File: src/rtl/mem_port_arbiter.sv
`default_nettype none
// ============================================================================
// mem_port_arbiter
//   Shares one single-port memory between instruction fetch and data ports.
//   Data wins by default; a starvation counter forces fetch through
//   periodically; data_lock gives the data port exclusive multi-access
//   ownership of the memory.
// Revision: 1.0
// ============================================================================
module mem_port_arbiter #(
   parameter int ADDR_W       = 30,
   parameter int DATA_W       = 32,
   parameter int STARVE_LIMIT = 4,
   parameter int CNT_W        = 3,
   localparam int MASK_W      = DATA_W / 8
) (
   input  logic              clk_i,
   input  logic              async_rst_n_i,
   // instruction fetch port
   input  logic              inst_req_i,
   input  logic [ADDR_W-1:0] inst_address_i,
   output logic              inst_ack_o,
   output logic [DATA_W-1:0] inst_rdata_o,
   // data port
   input  logic              data_req_i,
   input  logic              data_lock_i,
   input  logic              data_we_i,
   input  logic [ADDR_W-1:0] data_address_i,
   input  logic [MASK_W-1:0] data_mask_i,
   input  logic [DATA_W-1:0] data_wdata_i,
   output logic              data_ack_o,
   output logic [DATA_W-1:0] data_rdata_o,
   // memory port
   output logic              mem_req_o,
   output logic              mem_we_o,
   output logic [ADDR_W-1:0] mem_addr_o,
   output logic [MASK_W-1:0] mem_mask_o,
   output logic [DATA_W-1:0] mem_wdata_o,
   input  logic [DATA_W-1:0] mem_rdata_i,
   input  logic              mem_ack_i
);

   typedef enum logic [1:0] {
      S_IDLE      = 2'd0,
      S_INST_BUSY = 2'd1,
      S_DATA_BUSY = 2'd2,
      S_LOCKED    = 2'd3
   } state_e;

   localparam logic [CNT_W-1:0] c_starve_limit = CNT_W'(STARVE_LIMIT);
   localparam logic [CNT_W-1:0] c_cnt_max      = '1;

   state_e            state_q, state_d;
   logic [CNT_W-1:0]  cnt_q, cnt_d;
   logic              mem_req_q, mem_req_d;
   logic              mem_we_q, mem_we_d;
   logic [ADDR_W-1:0] mem_addr_q, mem_addr_d;
   logic [MASK_W-1:0] mem_mask_q, mem_mask_d;
   logic [DATA_W-1:0] mem_wdata_q, mem_wdata_d;
   logic              inst_ack_q, inst_ack_d;
   logic [DATA_W-1:0] inst_rdata_q, inst_rdata_d;
   logic              data_ack_q, data_ack_d;
   logic [DATA_W-1:0] data_rdata_q, data_rdata_d;

   logic w_inst_eff;
   logic w_data_eff;
   logic w_force_inst;
   logic w_grant_inst;
   logic w_grant_data;

   // A requester is ignored during its own ack cycle, since its request line
   // is still high while the core reacts to the ack.
   assign w_inst_eff   = inst_req_i & ~inst_ack_q;
   assign w_data_eff   = data_req_i & ~data_ack_q;
   assign w_force_inst = (STARVE_LIMIT != 0) && (cnt_q == c_starve_limit) && w_inst_eff;

   always_comb begin
      state_d      = state_q;
      cnt_d        = cnt_q;
      mem_req_d    = mem_req_q;
      mem_we_d     = mem_we_q;
      mem_addr_d   = mem_addr_q;
      mem_mask_d   = mem_mask_q;
      mem_wdata_d  = mem_wdata_q;
      inst_ack_d   = 1'b0;
      inst_rdata_d = inst_rdata_q;
      data_ack_d   = 1'b0;
      data_rdata_d = data_rdata_q;
      w_grant_inst = 1'b0;
      w_grant_data = 1'b0;

      case (state_q)
         S_IDLE: begin
            if (!inst_req_i) begin
               cnt_d = '0;
            end
            if (w_data_eff && !w_force_inst) begin
               w_grant_data = 1'b1;
            end else if (w_inst_eff) begin
               w_grant_inst = 1'b1;
            end
         end
         S_LOCKED: begin
            if (w_data_eff) begin
               w_grant_data = 1'b1;
            end else if (!data_lock_i) begin
               state_d = S_IDLE;
            end
         end
         S_INST_BUSY: begin
            if (mem_ack_i) begin
               mem_req_d    = 1'b0;
               inst_ack_d   = 1'b1;
               inst_rdata_d = mem_rdata_i;
               state_d      = S_IDLE;
            end
         end
         S_DATA_BUSY: begin
            if (mem_ack_i) begin
               mem_req_d  = 1'b0;
               data_ack_d = 1'b1;
               if (!mem_we_q) begin
                  data_rdata_d = mem_rdata_i;
               end
               state_d = data_lock_i ? S_LOCKED : S_IDLE;
            end
         end
         default: begin
            state_d = S_IDLE;
         end
      endcase

      if (w_grant_data) begin
         state_d     = S_DATA_BUSY;
         mem_req_d   = 1'b1;
         mem_we_d    = data_we_i;
         mem_addr_d  = data_address_i;
         mem_mask_d  = data_mask_i;
         mem_wdata_d = data_wdata_i;
         if (inst_req_i && (cnt_q != c_cnt_max)) begin
            cnt_d = cnt_q + 1'b1;
         end
      end

      if (w_grant_inst) begin
         state_d    = S_INST_BUSY;
         mem_req_d  = 1'b1;
         mem_we_d   = 1'b0;
         mem_addr_d = inst_address_i;
         mem_mask_d = '1;
         cnt_d      = '0;
      end
   end

   always_ff @(posedge clk_i or negedge async_rst_n_i) begin
      if (!async_rst_n_i) begin
         state_q      <= S_IDLE;
         cnt_q        <= '0;
         mem_req_q    <= 1'b0;
         mem_we_q     <= 1'b0;
         mem_addr_q   <= '0;
         mem_mask_q   <= '0;
         mem_wdata_q  <= '0;
         inst_ack_q   <= 1'b0;
         inst_rdata_q <= '0;
         data_ack_q   <= 1'b0;
         data_rdata_q <= '0;
      end else begin
         state_q      <= state_d;
         cnt_q        <= cnt_d;
         mem_req_q    <= mem_req_d;
         mem_we_q     <= mem_we_d;
         mem_addr_q   <= mem_addr_d;
         mem_mask_q   <= mem_mask_d;
         mem_wdata_q  <= mem_wdata_d;
         inst_ack_q   <= inst_ack_d;
         inst_rdata_q <= inst_rdata_d;
         data_ack_q   <= data_ack_d;
         data_rdata_q <= data_rdata_d;
      end
   end

   assign inst_ack_o   = inst_ack_q;
   assign inst_rdata_o = inst_rdata_q;
   assign data_ack_o   = data_ack_q;
   assign data_rdata_o = data_rdata_q;
   assign mem_req_o    = mem_req_q;
   assign mem_we_o     = mem_we_q;
   assign mem_addr_o   = mem_addr_q;
   assign mem_mask_o   = mem_mask_q;
   assign mem_wdata_o  = mem_wdata_q;

endmodule
`default_nettype wire
File: config.mk
export PLATFORM = sky130hd
export DESIGN_NAME = mem_port_arbiter
export DESIGN_NICKNAME = d
export VERILOG_FILES = /design/src/rtl/mem_port_arbiter.sv
export SDC_FILE = /design/constraint.sdc
export NUM_CORES = 1
export LEC_CHECK = 0
export BUFFER_PORTS_ARGS = -buffer_cell sky130_fd_sc_hd__clkbuf_2
export CAP_MARGIN = 0
export CORE_UTILIZATION = 30
export CTS_BUF_LIST = sky130_fd_sc_hd__clkbuf_4
export CTS_CLUSTER_SIZE = 28
export DETAILED_ROUTE_END_ITERATION = 6
export SYNTH_ARGS = -nofsm -noshare
export SYNTH_HDL_FRONTEND = slang
export SYNTH_SLANG_ARGS = --single-unit
File: constraint.sdc
create_clock -name clk_i -period 2.6 [get_ports clk_i]
set_input_delay 0.13 -clock clk_i [delete_from_list [all_inputs] [get_ports clk_i]]
set_output_delay 0.13 -clock clk_i [all_outputs]
set_load 0.02 [all_outputs]
Yosys cells after proc, flatten, opt, wreduce, memory -nomap -nowiden. Cells that the tools add are included.

Register bits: 139. Input port bits: 135. Output and inout port bits: 134. Word-level logic and storage cells: 72.

Add/sub/neg operators: 1. Equality and inequality tests: 9. Muxes and demuxes: 32. Bitwise gates (word level): 5. Reductions and logical operators: 14.

Operators by type and width (number): two-way mux 30 bit (2); != test 4 bit (second input constant) (4); two-way mux 3 bit (5); two-way mux 1 bit (14); two-way mux 2 bit (7); two-way mux 4 bit (2); one-hot mux 2 bit (3 select lines) (1); nonzero test 3 bit (2); AND reduction 5 bit (1); nonzero test 5 bit (1); == test 2 bit (second input constant) (2); AND reduction 2 bit (2); adder 3 x 1 -> 3 bit (second input constant) (1); == test 3 bit (second input constant) (1); logical AND 1 bit (3); != test 3 bit (second input constant) (1); inverter 1 bit (3); AND reduction 3 bit (1); bitwise AND 1 bit (2); == test 2 x 1 -> 1 bit (second input constant) (1); logical NOT 2 bit (1); one-hot mux 1 bit (2 select lines) (1); nonzero test 2 bit (1); OR reduction 2 bit (1); logical NOT 1 bit (1).

Logic depth before layout (Yosys ltp).
Word-level depth: 9. Depth in mapped cells: 9. Gate-level depth less buffers: 6.

Worst setup path after synthesis. OpenSTA, ideal clock, no wires.

Path type: register -> register. From: register state_q[0]. To: register state_q[0]. Setup time: 0.126 ns. Data arrival time: 2.019 ns. Required time: 2.474 ns. Slack: 0.455 ns. Stages on the path, launching flop included: 8. Buffers on the path: 1. Clock period less this slack: 2.145 ns. Path through: dfrtp_1 inv_1 ha_1 or3b_4 a211o_1 clkbuf_1 and3_1 a221o_1.

Word-level cells in the longest chain between the ends: 4. Elaborated cells on any way between the ends: 15. Those cells by class: eq/ne: 7; mux: 5; reduce/logical: 3.

RTL lines: start: declaration (RTL line 53) `state_e state_q, state_d;`; start signal: assignment (RTL line 169) `state_q <= state_d;`; == test 2 bit, or another cell as far along (RTL line 92) `case (state_q)`; one-hot mux 1 bit (2 select lines), or another cell as far along (RTL line 92); != test 4 bit (no source line), or another cell as far along; AND reduction 5 bit (no source line) or two-way mux 2 bit (tied branches).

Parallel ways exist; a longest one is shown, timed or not. A chain may end at the register's enable or synchronous reset.

Final worst setup path.
From: register state_q[0]. To: register mem_addr_q[26] (netlist: mem_addr_o[26]).

Word-level cells in the longest chain between the ends: 3. Elaborated cells on any way between the ends: 6. Those cells by class: eq/ne: 1; mux: 3; reduce/logical: 2.

RTL lines: == test 2 bit or logical NOT 2 bit (tied branches) (RTL line 92); one-hot mux 1 bit (2 select lines) or two-way mux 1 bit (tied branches) (RTL line 92); nonzero test 2 bit (no source line) or two-way mux 30 bit (tied branches); end signal: assignment (RTL line 173) `mem_addr_q <= mem_addr_d;`; end: declaration (RTL line 57) `logic [ADDR_W-1:0] mem_addr_q, mem_addr_d;`.

Parallel ways exist; a longest one is shown, timed or not.

==> flow_metrics.py <==
metrics = {
    "sta": {
        "drv_slew": 0,
        "rsz0062_at_grt": "false",
        "final_hold_viol_count": 0,
        "worst_pin_slew_ns": 0.664,
        "period_share": 0.875,
        "finalSetupViolCount": 0,
        "max-slew-margin-rel": 0.557,
        "max_freq_mhz": 440,
        "fin_skew_ns": 0.0141,
        "setup_tns_ns": 0,
        "min_period_ns": 2.28,
    },
    "critical_path": {
        "endpoint_kind": "flip-flop",
        "r2r-end": "mem_addr_o[26]$_DFFE_PN0P_",
        "r2r_start": "state_q[0]$_DFFE_PN0P_",
        "start_kind": "flip-flop",
        "crit_fanout": 19,
        "crit_arrival_ns": 2.72,
        "startpoint": "state_q[0]$_DFFE_PN0P_",
        "crit_end": "mem_addr_o[26]$_DFFE_PN0P_",
        "worst_ep_required_time_ns": 3.04,
        "rrSetupSlack_ns": 0.32,
        "rr_worst_depth": 7,
        "critical_path_class": "reg -> reg",
    },
    "die": {
        "dieArea_mm2": 0.0194,
        "std_cell_rows": 49,
        "start_util": 0.311,
        "io_pins": 269,
        "die_h_um": 139,
        "core_mm2": 0.0182,
        "die_x_um": 139,
    },
    "route": {
        "top_layer_used": "met4",
        "wl_per_cell_um": 14.2,
        "met2_wirelength_um": 8420,
        "vias_per_cell": 4.48,
        "drt_pre_antenna_iters": 7,
        "drc": 0,
        "drt-initial-drc-count": 197,
        "wl_met3_um": 1010,
        "ant_nets": 0,
        "drt-met1-wl_um": 6650,
        "routed_wl_um": 16500,
        "num_vias": 5215,
    },
    "cells_and_area": {
        "seqCellArea_mm2": 0.00348,
        "nNetsFinal": 1064,
        "fillers": 1664,
        "drive_above_1_share": 0.407,
        "multi_input_area_mm2": 0.00204,
        "fin_util": 0.493,
        "areaGrowthSynthToFinish_pct": 58.7,
    },
    "yosys": {
        "netlist-cell-type-count": 30,
        "ys_seq_area_frac": 0.615,
        "synth_largest_area_cell": "dfrtp_1",
        "syn_avg_cell_area_um2": 11.0,
        "synth-main-ff-cell": "dfrtp_1",
        "yosys-top-cells-count": "nand2_1, dfrtp_1, mux2_2",
        "netlist_area_mm2": 0.00565,
        "synth_area_leaders": "dfrtp_1, mux2_2, nand2_1",
        "synth_cells": 516,
        "yosysTopAreaCellShare": 0.615,
        "synthMostInstantiatedCell": "nand2_1",
        "ys_async_sr_fraction": 1.00,
        "syn_nets": 660,
        "synth-edff-count": 0,
        "yosysWarnings": 0,
        "ys_seq_elements": 139,
    },
    "grt": {
        "grt_pass1_vias": 5343,
        "grt_max_degree": 70,
        "overflow": 0,
        "antenna_found_initial": 1,
        "grt_use_total": 0.174,
        "grt_pass1_wl_um": 26600,
    },
    "clock_tree": {
        "cts.sinks": 139,
        "clk_path_buf_depth": 2,
        "htreeDepth": 4,
        "clock-root-buffer": "clkbuf_4",
        "ctsResizeCount": 0,
        "clkTransAtPathRegs_ns": 0.13,
        "clock_latency_ns": 0.53,
        "tritoncts": "done",
        "cts_buffers": 17,
    },
    "placed_design": {
        "hpwl_um": 10700,
        "portBuffers": 268,
        "place_congestion": 0.752,
    },
    "pwr": {
        "p_leak_uw": 0.00461,
        "power.density_mw_per_mm2": 1150,
        "vdd_drop_max_mv": 0.613,
    },
    "worst_hold_path": {
        "worstHoldPathType": "in -> async",
    },
    "status": {
        "status": "completed",
    },
    "run": {
        "cap_violations": 0,
    },
}
area by class of cell:
class                   count  share of cell area
diodes                      1            0.000279
clock buffers              17              0.0142
clock inverters            15              0.0213
inverters                   5             0.00209
multi-input cells         343               0.228
flip-flops and latches    139               0.388
well taps                 229              0.0319
repair buffers            414               0.315
cell families after synthesis:
logic type / after synthesis / synth area share
muxes: 64 / 0.127
buffers and inverters: 34 / 0.0254
DFF: 139 / 0.615
adders and majority gates: 9 / 0.0199
and+or+nand+nor: 227 / 0.161
AOI/OAI and AO/OA: 43 / 0.0507
routing by layer:
metal / track usage / vias to the layer above
met5: 0 / -
li1: - / 2517
met2: 0.307 / 193
met3: 0.0523 / 35
met1: 0.194 / 2470
met4: 0.0766 / 0
worst max-delay path, cell delays in order, from the launching register on:
cell	delay, ns
dfrtp_1	0.44
inv_1	0.11
ha_1	0.33
or3b_4	0.44
a211oi_4	0.30
buf_4	0.30
nand2_1	0.09
a31oi_1	0.19
layout by cell type, fill, tap and decap left out, drive strengths merged, types with 2 or more instances in the layout:
| cell type | count |
|---|---|
| and2 | 3 |
| clkbuf | 284 |
| nand2b | 4 |
| clkinvlp | 5 |
| a31oi | 30 |
| nand3 | 11 |
| nor2b | 2 |
| bufinv | 3 |
| nor2 | 32 |
| mux2 | 64 |
| dlygate4sd3 | 133 |
| nand2 | 170 |
| buf | 14 |
| inv | 9 |
| ha | 9 |
| o21ai | 4 |
| clkinv | 3 |
| dfrtp | 139 |
per-stage QoR:
step           std cells  total power (uW)  hold slack [ns]  setup slack [ns]  cell area (um2)
2_1_floorplan        516              6900           -0.166             0.455             5650
4_1_cts             1162             10500           0.0915             0.333             8970
3_5_place_dp         997              8700            0.189             0.356             7320
5_1_grt             1163             11100            0.135             0.206             8970
3_3_place_gp         997              8600            0.184             0.408             7320
6_report            1163             10400            0.169             0.325             8970
power breakdown:
group / leakage, uW / internal [uW] / switching (uW)
Combinational: 0.00278 / 1970 / 3040
Clock: 0.000153 / 684 / 864
Sequential: 0.00167 / 3230 / 566
worst min-delay path by stage:
stage	from	endpoint	slack, ns	depth (start not counted)
2_1_floorplan	async_rst_n_i	cnt_q[0]$_DFF_PN0_	-0.17	0
3_3_place_gp	async_rst_n_i	mem_addr_o[14]$_DFFE_PN0P_	0.18	1
3_5_place_dp	async_rst_n_i	mem_addr_o[14]$_DFFE_PN0P_	0.19	1
4_1_cts	data_req_i	mem_we_o$_DFFE_PN0P_	0.09	4
5_1_grt	data_req_i	mem_we_o$_DFFE_PN0P_	0.13	4
6_report	async_rst_n_i	mem_addr_o[14]$_DFFE_PN0P_	0.17	2
repair_timing:
action,in CTS,in global routing
buffers inserted,0,0
endpoints found under the hold margin,204,0
hold buffers,133,0
registers in the layout (all words and copies together), names as in the netlist:
name          cells
data_rdata_o     32
inst_rdata_o     32
mem_wdata_o      32
mem_addr_o       30
mem_mask_o        4
cnt_q             3
state_q           2
data_ack_o        1
inst_ack_o        1
mem_req_o         1
mem_we_o          1
Power figures use the tool's default switching activity.
